`src/rtl/belief_propagation_iteration_controller_if.sv`:
```
`default_nettype none
// +--------------------------------------------------------------------------+
// | Module      : belief_propagation_iteration_controller_if                 |
// | Description : Handshake bundle between the BP iteration controller and   |
// |               its surroundings (decoder top, VN/CN engines, syndrome     |
// |               checker, iteration up-counter).                            |
// |   start                 - begin a decode (to controller)                 |
// |   vn_done / cn_done     - update engines finished their phase            |
// |   syndrome_valid/_zero  - parity-check result and its qualifier          |
// |   count                 - completed-iteration count from the up-counter  |
// |   reset_count           - clears the up-counter                          |
// |   increment_count       - one-cycle advance pulse for the up-counter     |
// |   vn_start / cn_start   - one-cycle phase-start pulses                   |
// |   busy                  - controller not idle                            |
// |   decode_done           - one-cycle completion pulse                     |
// |   converged             - latched convergence result                     |
// |   iterations_used       - latched number of iterations executed          |
// |   Modports: slave = controller side, master = environment side.          |
// | Revision    : 1.0  initial release                                       |
// +--------------------------------------------------------------------------+
interface belief_propagation_iteration_controller_if #(
  parameter int CNT_WIDTH = 4
);
  logic                 start;
  logic                 vn_done;
  logic                 cn_done;
  logic                 syndrome_valid;
  logic                 syndrome_zero;
  logic [CNT_WIDTH-1:0] count;
  logic                 reset_count;
  logic                 increment_count;
  logic                 vn_start;
  logic                 cn_start;
  logic                 busy;
  logic                 decode_done;
  logic                 converged;
  logic [CNT_WIDTH-1:0] iterations_used;

  modport slave (
    input  start, vn_done, cn_done, syndrome_valid, syndrome_zero, count,
    output reset_count, increment_count, vn_start, cn_start, busy,
           decode_done, converged, iterations_used
  );

  modport master (
    output start, vn_done, cn_done, syndrome_valid, syndrome_zero, count,
    input  reset_count, increment_count, vn_start, cn_start, busy,
           decode_done, converged, iterations_used
  );
endinterface
`default_nettype wire

```
`src/rtl/belief_propagation_iteration_controller.sv`:
```
`default_nettype none
// +--------------------------------------------------------------------------+
// | Module      : belief_propagation_iteration_controller                    |
// | Description : Control FSM sequencing belief-propagation iterations:      |
// |               INIT -> (VN -> CN -> CHK)* -> DONE. Drives an external     |
// |               iteration up-counter and reads its count back.             |
// | Ports       : clk, reset_n (async, active low) and the slave modport of  |
// |               belief_propagation_iteration_controller_if.                |
// | Parameters  : MAX_ITER (1..15) iteration limit, CNT_WIDTH counter width. |
// | Option      : BP_EARLY_TERMINATION_EN - stop as soon as the syndrome is  |
// |               zero; otherwise always run MAX_ITER iterations.            |
// | Revision    : 1.0  initial release                                       |
// +--------------------------------------------------------------------------+
module belief_propagation_iteration_controller #(
  parameter int MAX_ITER  = 10,
  parameter int CNT_WIDTH = 4
) (
  input  wire logic clk,
  input  wire logic reset_n,
  belief_propagation_iteration_controller_if.slave bus
);

  localparam logic [CNT_WIDTH:0] C_MAX_ITER = (CNT_WIDTH + 1)'(MAX_ITER);

  typedef enum logic [2:0] {
    S_IDLE = 3'd0,
    S_INIT = 3'd1,
    S_VN   = 3'd2,
    S_CN   = 3'd3,
    S_CHK  = 3'd4,
    S_DONE = 3'd5
  } state_t;

  state_t               state_q, state_d;
  logic                 reset_count_q, reset_count_d;
  logic                 increment_count_q, increment_count_d;
  logic                 vn_start_q, vn_start_d;
  logic                 cn_start_q, cn_start_d;
  logic                 busy_q, busy_d;
  logic                 decode_done_q, decode_done_d;
  logic                 converged_q, converged_d;
  logic [CNT_WIDTH-1:0] iterations_used_q, iterations_used_d;

  logic [CNT_WIDTH:0]   w_cnt_plus1;
  logic [CNT_WIDTH-1:0] w_iter_sat;
  logic                 w_limit;
  logic                 w_terminate;

  // One extra bit so count+1 never wraps before the limit compare.
  assign w_cnt_plus1 = {1'b0, bus.count} + {{CNT_WIDTH{1'b0}}, 1'b1};
  assign w_iter_sat  = w_cnt_plus1[CNT_WIDTH] ? {CNT_WIDTH{1'b1}}
                                              : w_cnt_plus1[CNT_WIDTH-1:0];
  // Also catches a count already at or beyond the limit.
  assign w_limit     = (w_cnt_plus1 >= C_MAX_ITER);

`ifdef BP_EARLY_TERMINATION_EN
  assign w_terminate = w_limit || bus.syndrome_zero;
`else
  assign w_terminate = w_limit;
`endif

  always_comb begin
    state_d           = state_q;
    increment_count_d = 1'b0;
    converged_d       = converged_q;
    iterations_used_d = iterations_used_q;

    case (state_q)
      S_IDLE: if (bus.start) state_d = S_INIT;
      S_INIT: state_d = S_VN;
      // The done strobes are ignored during the start-pulse cycle so every
      // phase lasts at least two cycles.
      S_VN:   if (bus.vn_done && !vn_start_q) state_d = S_CN;
      S_CN:   if (bus.cn_done && !cn_start_q) state_d = S_CHK;
      S_CHK: begin
        if (bus.syndrome_valid) begin
          increment_count_d = 1'b1;
          iterations_used_d = w_iter_sat;
          if (w_terminate) begin
            state_d     = S_DONE;
            converged_d = bus.syndrome_zero;
          end else begin
            state_d = S_VN;
          end
        end
      end
      S_DONE:  state_d = S_IDLE;
      default: state_d = S_IDLE;
    endcase

    // Outputs are registered from the next state so pulses line up with
    // the state they belong to.
    reset_count_d = (state_d == S_INIT);
    if (state_d == S_INIT) begin
      converged_d       = 1'b0;
      iterations_used_d = '0;
    end
    vn_start_d    = (state_d == S_VN) && (state_q != S_VN);
    cn_start_d    = (state_d == S_CN) && (state_q != S_CN);
    busy_d        = (state_d != S_IDLE);
    // Completion is flagged the cycle after DONE, i.e. one cycle after the
    // final increment pulse.
    decode_done_d = (state_q == S_DONE);
  end

  always_ff @(posedge clk or negedge reset_n) begin
    if (!reset_n) begin
      state_q           <= S_IDLE;
      reset_count_q     <= 1'b1;
      increment_count_q <= 1'b0;
      vn_start_q        <= 1'b0;
      cn_start_q        <= 1'b0;
      busy_q            <= 1'b0;
      decode_done_q     <= 1'b0;
      converged_q       <= 1'b0;
      iterations_used_q <= '0;
    end else begin
      state_q           <= state_d;
      reset_count_q     <= reset_count_d;
      increment_count_q <= increment_count_d;
      vn_start_q        <= vn_start_d;
      cn_start_q        <= cn_start_d;
      busy_q            <= busy_d;
      decode_done_q     <= decode_done_d;
      converged_q       <= converged_d;
      iterations_used_q <= iterations_used_d;
    end
  end

  assign bus.reset_count     = reset_count_q;
  assign bus.increment_count = increment_count_q;
  assign bus.vn_start        = vn_start_q;
  assign bus.cn_start        = cn_start_q;
  assign bus.busy            = busy_q;
  assign bus.decode_done     = decode_done_q;
  assign bus.converged       = converged_q;
  assign bus.iterations_used = iterations_used_q;

endmodule
`default_nettype wire
```
`src/flat_wrapper.sv`:
```
// flat-port wrapper written by rule: the top's interface ports become plain ports
module belief_propagation_iteration_controller_flat 
#(
  parameter int MAX_ITER  = 10,
  parameter int CNT_WIDTH = 4
)
  (clk, reset_n, bus_start, bus_vn_done, bus_cn_done, bus_syndrome_valid, bus_syndrome_zero, bus_count, bus_reset_count, bus_increment_count, bus_vn_start, bus_cn_start, bus_busy, bus_decode_done, bus_converged, bus_iterations_used);
  belief_propagation_iteration_controller_if #(.CNT_WIDTH(CNT_WIDTH)) bus_i ();
  input  wire logic clk;
  input  wire logic reset_n;
  input wire logic [$bits(bus_i.start)-1:0] bus_start;
  input wire logic [$bits(bus_i.vn_done)-1:0] bus_vn_done;
  input wire logic [$bits(bus_i.cn_done)-1:0] bus_cn_done;
  input wire logic [$bits(bus_i.syndrome_valid)-1:0] bus_syndrome_valid;
  input wire logic [$bits(bus_i.syndrome_zero)-1:0] bus_syndrome_zero;
  input wire logic [$bits(bus_i.count)-1:0] bus_count;
  output wire logic [$bits(bus_i.reset_count)-1:0] bus_reset_count;
  output wire logic [$bits(bus_i.increment_count)-1:0] bus_increment_count;
  output wire logic [$bits(bus_i.vn_start)-1:0] bus_vn_start;
  output wire logic [$bits(bus_i.cn_start)-1:0] bus_cn_start;
  output wire logic [$bits(bus_i.busy)-1:0] bus_busy;
  output wire logic [$bits(bus_i.decode_done)-1:0] bus_decode_done;
  output wire logic [$bits(bus_i.converged)-1:0] bus_converged;
  output wire logic [$bits(bus_i.iterations_used)-1:0] bus_iterations_used;
  assign bus_i.start = bus_start;
  assign bus_i.vn_done = bus_vn_done;
  assign bus_i.cn_done = bus_cn_done;
  assign bus_i.syndrome_valid = bus_syndrome_valid;
  assign bus_i.syndrome_zero = bus_syndrome_zero;
  assign bus_i.count = bus_count;
  assign bus_reset_count = bus_i.reset_count;
  assign bus_increment_count = bus_i.increment_count;
  assign bus_vn_start = bus_i.vn_start;
  assign bus_cn_start = bus_i.cn_start;
  assign bus_busy = bus_i.busy;
  assign bus_decode_done = bus_i.decode_done;
  assign bus_converged = bus_i.converged;
  assign bus_iterations_used = bus_i.iterations_used;
  belief_propagation_iteration_controller #(.MAX_ITER(MAX_ITER), .CNT_WIDTH(CNT_WIDTH)) u_core (.clk(clk), .reset_n(reset_n), .bus(bus_i));
endmodule
```
`config.mk`:
```
export PLATFORM = sky130hd
export DESIGN_NAME = belief_propagation_iteration_controller_flat
export DESIGN_NICKNAME = d
export VERILOG_FILES = /design/src/rtl/belief_propagation_iteration_controller_if.sv /design/src/rtl/belief_propagation_iteration_controller.sv /design/src/flat_wrapper.sv
export SDC_FILE = /design/constraint.sdc
export NUM_CORES = 1
export LEC_CHECK = 0
export CORE_MARGIN = 2
export CORE_UTILIZATION = 43
export CTS_BUF_LIST = sky130_fd_sc_hd__clkbuf_8
export DETAILED_ROUTE_END_ITERATION = 6
export PLACE_DENSITY_LB_ADDON = 0.3
export SLEW_MARGIN = 15
export SYNTH_ARGS = -nofsm -noshare
export SYNTH_HDL_FRONTEND = slang
export SYNTH_SLANG_ARGS = --single-unit
```
`constraint.sdc`:
```
create_clock -name clk -period 1.2 [get_ports clk]
set_input_delay 0.36 -clock clk [delete_from_list [all_inputs] [get_ports clk]]
set_output_delay 0.36 -clock clk [all_outputs]
set_load 0.01 [all_outputs]
```
Word-level counts from Yosys, hierarchy flattened

Cells that the tools add are included.

Input bits: 11
Register bits after elaboration: 14
Output and inout port bits: 11

$add $sub $neg: 1
Reduce and logical (&&, ||, !) cells: 13
Order comparisons: 1
Equality and inequality tests: 10
Multiplexer cells: 16

Operators by type and width:

| cell                                                                   | number |
|---|---|
| 4-bit two-way mux                                                      | 4 |
| 3-bit two-way mux                                                      | 5 |
| 3-bit one-hot mux with 5 select lines                                  | 1 |
| 3-bit by 2-bit equality test with 1-bit output (second input constant) | 4 |
| 3-bit by 1-bit equality test with 1-bit output (second input constant) | 2 |
| 3-bit equality test (second input constant)                            | 2 |
| 1-bit two-way mux                                                      | 6 |
| 3-bit by 2-bit != test with 1-bit output (second input constant)       | 2 |
| 2-bit nonzero test                                                     | 3 |
| 4-bit by 1-bit adder with 5-bit output (second input constant)         | 1 |
| 5-bit by 4-bit >= comparator with 1-bit output (second input constant) | 1 |
| 1-bit logical AND                                                      | 4 |
| 3-bit zero test                                                        | 1 |
| 3-bit AND reduction                                                    | 1 |
| 3-bit nonzero test                                                     | 1 |
| 1-bit zero test                                                        | 2 |
| 2-bit AND reduction                                                    | 1 |

Logic depth before layout (Yosys ltp)

Gate-level depths: netlist of run 1.

Word-level depth: 8
Mapped depth: 7
Mapped depth without buffers: 7

Least setup slack after synthesis of run 1

No wires, ideal clock.

Path type: input-to-reg
From: in bus_count[0]
To: reg u_core.converged_q (netlist: u_core.bus.converged)
Stages: 6
Path slack: -325 ps
Buffers on the path: 0
Library setup time: 127 ps
Required time: 1073 ps
Arrival: 1398 ps
Path through: ha_1 nand2b_1 a21o_2 a32oi_4 nand3b_1 a21oi_2

Word-level cells in the longest chain between the ends: 8

RTL lines:

| item                                               | line                                           | source |
|---|---|---|
| start: declaration                                 | flat_wrapper.sv:16                             | `input wire logic [$bits(bus_i.count)-1:0] bus_count;` |
| 4-bit by 1-bit adder with 5-bit output (*)         | belief_propagation_iteration_controller.sv:50  | `assign w_cnt_plus1 = {1'b0, bus.count} + {{CNT_WIDTH{1'b0}}, 1'b1};` |
| 5-bit by 4-bit >= comparator with 1-bit output (*) | belief_propagation_iteration_controller.sv:54  | `assign w_limit = (w_cnt_plus1 >= C_MAX_ITER);` |
| 3-bit two-way mux                                  | belief_propagation_iteration_controller.sv:79  | `if (w_terminate) begin` |
| 3-bit two-way mux                                  | belief_propagation_iteration_controller.sv:76  | `if (bus.syndrome_valid) begin` |
| 3-bit one-hot mux with 5 select lines              | belief_propagation_iteration_controller.sv:68  | `case (state_q)` |
| 3-bit by 1-bit equality test with 1-bit output     | belief_propagation_iteration_controller.sv:94  | `if (state_d == S_INIT) begin` |
| 2-bit nonzero test (no line)                       | n/a                                            |  |
| 3-bit AND reduction (no line)                      | n/a                                            |  |
| end signal: assignment                             | belief_propagation_iteration_controller.sv:125 | `converged_q <= converged_d;` |
| end: declaration                                   | belief_propagation_iteration_controller.sv:41  | `logic converged_q, converged_d;` |

Every way passes the cells marked *; elsewhere a longest branch is shown, timed or not.
A chain may end at the register's enable or synchronous reset.

Worst setup path in the final report of run 1

From: in bus_count[1]
To: reg u_core.converged_q (netlist: u_core.bus.converged)

Same word-level chain as after synthesis.

==> results.json, run 1 <==
{
  "status": "finished, violations left",
  "violations": "negative setup slack",
  "syn_avg_cell_area_um2": 10.7,
  "grt_max_degree": 9,
  "comb_power_share_pct": 47.5,
  "power.switching_uw": 776,
  "worst_clock_skew_ns": 0.00100,
  "clock_power_share_pct": 19.5,
  "tightest_slew_ns": 0.304,
  "dr_wl_met2_um": 1090,
  "cts_made_buffers": 3,
  "synthTopCellsByCount": "13 x dfrtp_1, 6 x nand2_1, 6 x nor2_1",
  "syn_area_um2": 727,
  "synth_ff_type": "dfrtp_1",
  "setup_viol_count_final": 7,
  "p_leak_nw": 0.583,
  "core_um2": 1540,
  "synth.area.top_cells": "dfrtp_1 45%, nand2b_1 4.3%, a32oi_4 3.8%, dfstp_2 3.6%, ha_1 3.4%",
  "start_util_pct": 47.2,
  "fin_ws_ns": -0.194,
  "wirelength_um": 2080,
  "antenna_left": 0,
  "worstPathArrival_ns": 1.52,
  "drive_gt1_share_pct": 53.0,
  "wl_met1_um": 822,
  "synth_edf_count": 0,
  "yosysTopAreaCellShare_pct": 44.8,
  "path_max_fanout": 5,
  "final.period_utilization_pct": 116,
  "ys_types": 31,
  "ys_ff_latch": 14,
  "die_h_um": 45.1,
  "hp-class": "input port to asynchronous set/reset pin",
  "stdcell_area_um2": 1240,
  "period_needed_ns": 1.39,
  "ys_seq_area_share_pct": 48.4,
  "wl_met3_um": 114,
  "grt_pass1_vias": 711,
  "die_area_um2": 2040,
  "p_per_area_nw_per_um2": 1850,
  "rsz0062_at_grt": "yes",
  "r2r_cells": 5,
  "clkLatencyLatePin_ns": 0.24,
  "drc": 0,
  "place_congestion": 0.754,
  "htreeDepth": 1,
  "path_buf_inv": 2,
  "drv_cap": 0,
  "slew_headroom_pct": 79.7,
  "seqPwrFrac_pct": 33.1,
  "fin_util_pct": 80.7,
  "hold_ws_ns": 0.367,
  "ir_drop_uv": 1230,
  "synth.most_common_cell": "dfrtp_1",
  "globalRoute.totalOverflow": 0,
  "yosys_warnings": 0,
  "cp.depth": 8,
  "synthArstFlopShare_pct": 100,
  "critPathKind": "input port to flip-flop",
  "io_pins": 22,
  "path_clk_slew_ns": 0.06,
  "numPortBuffers": 21,
  "sw_frac_of_total_pct": 33.7,
  "route.vias.total": 743,
  "setup.worst_path.start_class": "input port",
  "slew_viol_final": 0,
  "area.growth.synth_to_final_pct": 71.1,
  "cp-end-kind": "flip-flop",
  "cts_buffer_depth": 2,
  "final.setup.tns_ns": -0.781,
  "cts_tree": "yes",
  "vias_per_cell": 5.59,
  "grt_use_total_pct": 23.5,
  "final_hold_viol_count": 0,
  "p_int_mw": 1.53,
  "top_layer_used": "met4",
  "synth_nets": 81,
  "worst_path_largest_cell_delay_ns": 0.29,
  "required_ns": 1.33,
  "place_ws_ns": -1.04,
  "drt_iter0_drc": 20,
  "synth_cells": 68,
  "wl_per_cell_um": 15.6,
  "root_buffer": "clkbuf_8",
  "drtPass1Iterations": 4,
  "die_x_um": 45.1,
  "crit_family": "compound AO/OA/AOI/OAI gates",
  "postCtsHoldBufs": 0,
  "crit_path_top_delay_cell": "a32oi_4",
  "fmax_mhz": 717,
  "crit_path_cell_trace": "buf_12 -> inv_12 -> ha_4 -> nand2_2 -> a31o_4 -> a32oi_4 -> nand3b_1 -> a21oi_2",
  "place_area_um2": 1140,
  "synth_top_area_cell": "dfrtp_1",
  "dpl.hpwl_um": 1400,
  "antenna_found_initial": 0,
  "grt_pass1_wl_um": 3280,
  "cts_sinks": 14,
  "rows": 14,
  "final_nets": 131,
  "antennaDiodeCount": 0
}
## state kept, by name, indices dropped and copies added, names as in the netlist
signal                      cells
u_core.bus.converged            1
u_core.bus.decode_done          1
u_core.bus.busy                 1
u_core.bus.iterations_used      4
u_core.bus.vn_start             1
u_core.bus.cn_start             1
u_core.state_q                  3
u_core.bus.reset_count          1
u_core.bus.increment_count      1
## per-layer routing
metal | track usage [%] | vias to the layer above
met5 | 0 | -
met4 | 15.3 | 0
met3 | 4.40 | 6
met2 | 37.1 | 37
met1 | 29.2 | 355
li1 | - | 345
## cell usage in the layout (no fill, tap or decap), types with 2 or more instances in the layout
| cell | n |
|---|---|
| nand2b_1 | 5 |
| a21oi_1 | 3 |
| o211ai_1 | 2 |
| a31oi_1 | 2 |
| nor2_4 | 2 |
| ha_4 | 2 |
| clkdlybuf4s50_1 | 5 |
| mux2i_1 | 2 |
| clkbuf_8 | 4 |
| clkbuf_2 | 3 |
| nand3b_1 | 3 |
| buf_2 | 7 |
| nor2_1 | 5 |
| buf_6 | 2 |
| buf_4 | 26 |
| dlygate4sd2_1 | 3 |
| nand2_1 | 5 |
| dfrtp_1 | 13 |
## power by group through the flow
stage | clock [mW] | sequential, mW | combinational, mW
3_5_place_dp | 0 | 0.767 | 1.06
5_1_grt | 0.484 | 0.773 | 1.18
4_1_cts | 0.464 | 0.759 | 1.03
3_3_place_gp | 0 | 0.753 | 1.03
2_1_floorplan | 0 | 0.812 | 0.398
6_report | 0.449 | 0.761 | 1.09
## metrics by stage
step / cells / power (mW)
2_1_floorplan: 68 / 1.21
3_3_place_gp: 124 / 1.78
3_5_place_dp: 124 / 1.82
4_1_cts: 130 / 2.25
5_1_grt: 133 / 2.44
6_report: 133 / 2.30
## timing repair
item | CTS | global route
pin swaps | 6 | 5
setup buffers | 2 | 3
endpoints found under the setup margin | 20 | 12
gates resized for setup | 63 | 8
gates cloned | 0 | 0
endpoints found under the hold margin | 0 | 0
## worst paths after layout
check                                         startpoint                             to  slack (ns)
min in group clk                            bus_count[0]  u_core.bus.iterations_used[0]        0.37
max reg2reg                            u_core.state_q[0]  u_core.bus.iterations_used[0]       -0.02
max                                         bus_count[1]           u_core.bus.converged       -0.19
max in group asynchronous                        reset_n  u_core.bus.iterations_used[0]        0.44
min                                              reset_n            u_core.bus.cn_start        0.37
min reg2reg                u_core.bus.iterations_used[3]  u_core.bus.iterations_used[3]        0.53
## layout make-up
type	instances	area [um2]
Fill cell	101	298
Timing Repair Buffer	47	364
Multi-Input combinational cell	49	424
Inverter	3	28.8
Clock buffer	4	55.1
Sequential cell	14	352
Tap cell	16	20.0
## kinds of logic (layout without fill, tap and decap cells)
| family | Yosys count | count (layout) | share of synthesized area [%] |
|---|---|---|---|
| adders and majority gates | 2 | 2 | 3.44 |
| AOI/OAI and AO/OA | 18 | 18 | 20.3 |
| buffers and inverters | 5 | 54 | 2.75 |
| DFF | 14 | 14 | 48.4 |
| and+or+nand+nor | 27 | 27 | 22.4 |
| muxes | 2 | 2 | 2.75 |
Power figures use the tool's default switching activity.
==> run 2, diff against run 1 <==
- HOLD_SLACK_MARGIN: not set -> 0.12
==> results of run 2 <==
The final DEF is identical to that of run 1; final timing and power are the same.
==> run 3, diff against run 2 <==
- CELL_PAD_IN_SITES_DETAIL_PLACEMENT: not set -> 1
- CELL_PAD_IN_SITES_GLOBAL_PLACEMENT: not set -> 2
- CORE_ASPECT_RATIO: not set -> 0.75
- CORE_UTILIZATION: 43 -> 26
- SKIP_LAST_GASP: not set -> 1
- SLEW_MARGIN: 15 -> not set
==> results.json, run 3 (same netlist as run 1, synthesis figures left out) <==
{
  "total_power_mw": 2.22,
  "die_h_um": 49.8,
  "required_ns": 1.34,
  "final_common_cell": "buf_4",
  "path_clk_slew_ns": 0.06,
  "wirelength_um": 2130,
  "place_area_um2": 1160,
  "ff2ff_setup_slack_ns": 0.02,
  "drtPass1Iterations": 4,
  "worst_clock_skew_ns": 0.00231,
  "clkLatencyLatePin_ns": 0.25,
  "setup_viol_count_final": 6,
  "drc": 0,
  "stdcell_area_um2": 1240,
  "fmax_mhz": 712,
  "reg2reg_from": "u_core.state_q[1]",
  "p_per_area_nw_per_um2": 1790,
  "worstPathArrival_ns": 1.54,
  "fin_ws_ns": -0.204,
  "cts_made_buffers": 3,
  "antennaDiodeCount": 0,
  "antenna_found_initial": 0,
  "drv_cap": 0,
  "slew_viol_final": 0,
  "final.period_utilization_pct": 117,
  "status": "finished, violations left",
  "die_x_um": 65.1,
  "rsz0062_at_grt": "yes",
  "root_buffer": "clkbuf_8",
  "wl_per_cell_um": 14.1,
  "dpl.hpwl_um": 1640,
  "ir_drop_uv": 846,
  "area.growth.synth_to_final_pct": 70.9,
  "htreeDepth": 1,
  "cp-end-kind": "flip-flop",
  "cts_tree": "yes",
  "start_util_pct": 27.5,
  "route.vias.total": 688,
  "drt_iter0_drc": 8,
  "final_cell_mix": "24 x buf_4, 13 x dfrtp_1, 9 x buf_2",
  "final_nets": 129,
  "final_hold_viol_count": 0,
  "r2r_cells": 5,
  "slew_headroom_pct": 82.3,
  "violations": "negative setup slack",
  "globalRoute.totalOverflow": 0,
  "hp-class": "input port to asynchronous set/reset pin",
  "worstReg2RegEnd": "u_core.bus.iterations_used[0]",
  "tightest_slew_ns": 0.266,
  "io_pins": 22,
  "hold_ws_ns": 0.423,
  "grt_pass1_vias": 693,
  "cts_buffer_depth": 2,
  "cts_sinks": 14,
  "core_um2": 2640,
  "largest_reg_flops": 4,
  "grt_pass1_wl_um": 3590,
  "grt_use_total_pct": 15.3,
  "rows": 16,
  "numPortBuffers": 21,
  "antenna_left": 0,
  "period_needed_ns": 1.40,
  "vias_per_cell": 4.56,
  "critPathKind": "input port to flip-flop",
  "grt_max_degree": 15,
  "place_congestion": 0.717,
  "p_leak_nw": 0.576,
  "setup.worst_path.start_class": "input port",
  "path_max_fanout": 5,
  "drive_gt1_share_pct": 52.2,
  "die_area_um2": 3240
}
## run 3: worst max-delay path by stage
stage | startpoint | to | slack, ns | cells past startpoint
finish | bus_count[1] | u_core.bus.converged | -0.20 | 8
global route | bus_count[1] | u_core.bus.converged | -0.25 | 8
CTS | bus_count[1] | u_core.bus.converged | -0.27 | 9
detailed placement | bus_count[1] | u_core.bus.converged | -1.0 | 9
global placement | bus_count[1] | u_core.bus.converged | -0.92 | 9
floorplan | bus_count[1] | u_core.bus.converged | -0.26 | 7
## run 3: worst max-delay path: stages
cell	delay, ns
buf_12	0.10
inv_12	0.03
ha_4	0.26
nand2_2	0.05
a31o_4	0.21
a32oi_4	0.30
nand3b_1	0.17
a21oi_2	0.06
## run 3: metal layers
metal | track usage, % | routed length (um) | vias to the layer above
met5 | 0 | 0 | -
met4 | 5.21 | 27 | 0
met3 | 5.25 | 109 | 2
met2 | 21.5 | 910 | 17
met1 | 21.8 | 1080 | 329
li1 | - | - | 340
## run 3: report_power, final
| group | internal, mW | switching [mW] |
|---|---|---|
| combinational | 0.547 | 0.469 |
| sequential | 0.641 | 0.102 |
| clock | 0.291 | 0.171 |
| total | 1.48 | 0.742 |
## run 3: layout make-up
| type | count | area [um2] |
|---|---|---|
| clock buffers | 4 | 55.1 |
| well taps | 36 | 45.0 |
| repair buffers | 45 | 348 |
| fillers | 326 | 1400 |
| inverters | 3 | 28.8 |
| multi-input cells | 49 | 414 |
| flip-flops and latches | 14 | 352 |
## run 3: timing repair
action | CTS | global route
gates resized for setup | 60 | 15
endpoints found under the setup margin | 20 | 13
hold buffers | 0 | 0
pin swaps | 7 | 8
buffers inserted | 3 | 2
## run 3: through the flow
step | util [%] | TNS (ns) | instances | setup WS, ns
floorplan | - | -0.911 | 68 | -0.255
global placement | 43.8 | -7.42 | 143 | -0.924
detailed placement | 43.8 | -7.77 | 143 | -0.998
CTS | 46.5 | -1.12 | 150 | -0.267
global route | 47.0 | -1.25 | 151 | -0.254
finish | 47.0 | -0.713 | 151 | -0.204
==> patch, RTL diff (settings of run 2) <==
Build with the macro `BP_EARLY_TERMINATION_EN` defined.
--- a/src/rtl/belief_propagation_iteration_controller.sv
+++ b/src/rtl/belief_propagation_iteration_controller.sv
@@ -11,6 +11,8 @@
 // |               zero; otherwise always run MAX_ITER iterations.            |
 // | Revision    : 1.0  initial release                                       |
 // +--------------------------------------------------------------------------+
+`define BP_EARLY_TERMINATION_EN
+
 module belief_propagation_iteration_controller #(
   parameter int MAX_ITER  = 10,
   parameter int CNT_WIDTH = 4
Function: changed (a bounded check fails within 10 cycles, from zero or initial values and one cycle with reset_n low).
==> patch against run 2 <==
The flow still finishes with violations (negative setup slack). Sequential cell count unchanged. Maximum frequency increased by 1.8%. Critical endpoint is now u_core.state_q[0]. Cell area increased by 9.7%. Wire length increased by 30%. Power decreased by 1.3%. Highest routed layer unchanged. Worst setup slack improved by 0.024 ns. Area after synthesis increased by 1.4%. Global-route usage increased by 1.9 points. Count of clock-buffer cells in the layout unchanged. Register-to-register slack got worse by 0.10 ns.
==> patch: results (changes against run 2) <==
* Final setup skew at 0.000839 ns (-0.000161 ns)
* Synth area leaders: dfrtp_1, nor2_1, dfstp_2
* # setup viols final at 9 (+2)
* Min Hold Slack at 0.446 ns (+0.0798 ns)
* Dpl hpwl at 1400 um (-0.11%)
* Status: complete, but fails checks
* Met3 Use GR at 5.16% (+0.76 points)
* Syn Nets at 83 (+2.5%)
* Leakage at 0.619 nW (+6.2%)
* Largest net degree at the start of global routing at 15 (+6)
* Post-Layout Cell Count at 138 (+3.8%)
* Placer Congestion at 0.820 (+8.8%)
* Synthesized area per cell at 10.5 um^2 (-1.5%)
* Vias in the first global route at 786 (+11%)
* Placed cell count at 129 (+4.0%)
* Switching power total at 0.000808 W (+4.1%)
* Layout cells sized above 1 at 61.5% (+8.5 points)
* CP max stage delay at 0.32 ns (+0.03 ns)
* Failing checks: negative setup slack
* DP Worst Slack at -0.911 ns (+0.130 ns)
* First-pass GRT wire length at 3620 um (+10%)
* Vias at 810 (+9.0%)
* Core ar. at 0.00156 mm^2 (+1.1%)
* Synthesis-to-finish area growth at 85.1%
* Tot GR Track Use at 25.4% (+1.9 points)
* Cells on worst reg2reg path at 6 (+1)
* Worst setup path start: bus_count[0]
* Flop2flop setup slack at -0.12 ns (-0.10 ns)
* Worst VDD drop at 0.00114 V (-7.1%)
* Crit path setup slack, layout at -0.170 ns (+0.0244 ns)
* GRT met1 Usage at 30.4% (+1.2 points)
patch: changes by cell type after synthesis, sizes merged, moves of 2 or more:
cell | run 2 | this run
inv | 3 | 5
nor2 | 7 | 9
nand2 | 6 | 3
nand2b | 6 | 3
nor3b | 0 | 3
o211ai | 2 | 0
nand3b | 3 | 0
patch: what timing repair did:
item | 4_1_cts | 5_1_grt
gates cloned | 0 | 0
pin swaps | 10 | 14
hold buffers | 0 | 0
endpoints found under the setup margin | 20 | 14
resized for setup | 78 | 22
buffers inserted | 4 | 2
patch: layer usage:
| layer | vias to the layer above | wire, um |
|---|---|---|
| met3 | 4 | 223 |
| met4 | 0 | 12 |
| li1 | 357 | - |
| met1 | 401 | 1040 |
| met2 | 48 | 1420 |
| met5 | - | 0 |
patch: cell families after synthesis:
group | after synthesis | synth area share, %
flops | 14 | 47.7
fa+ha+maj | 2 | 3.40
buf+inv | 7 | 4.75
compound gates | 16 | 16.0
simple gates | 29 | 25.5
mux | 2 | 2.72
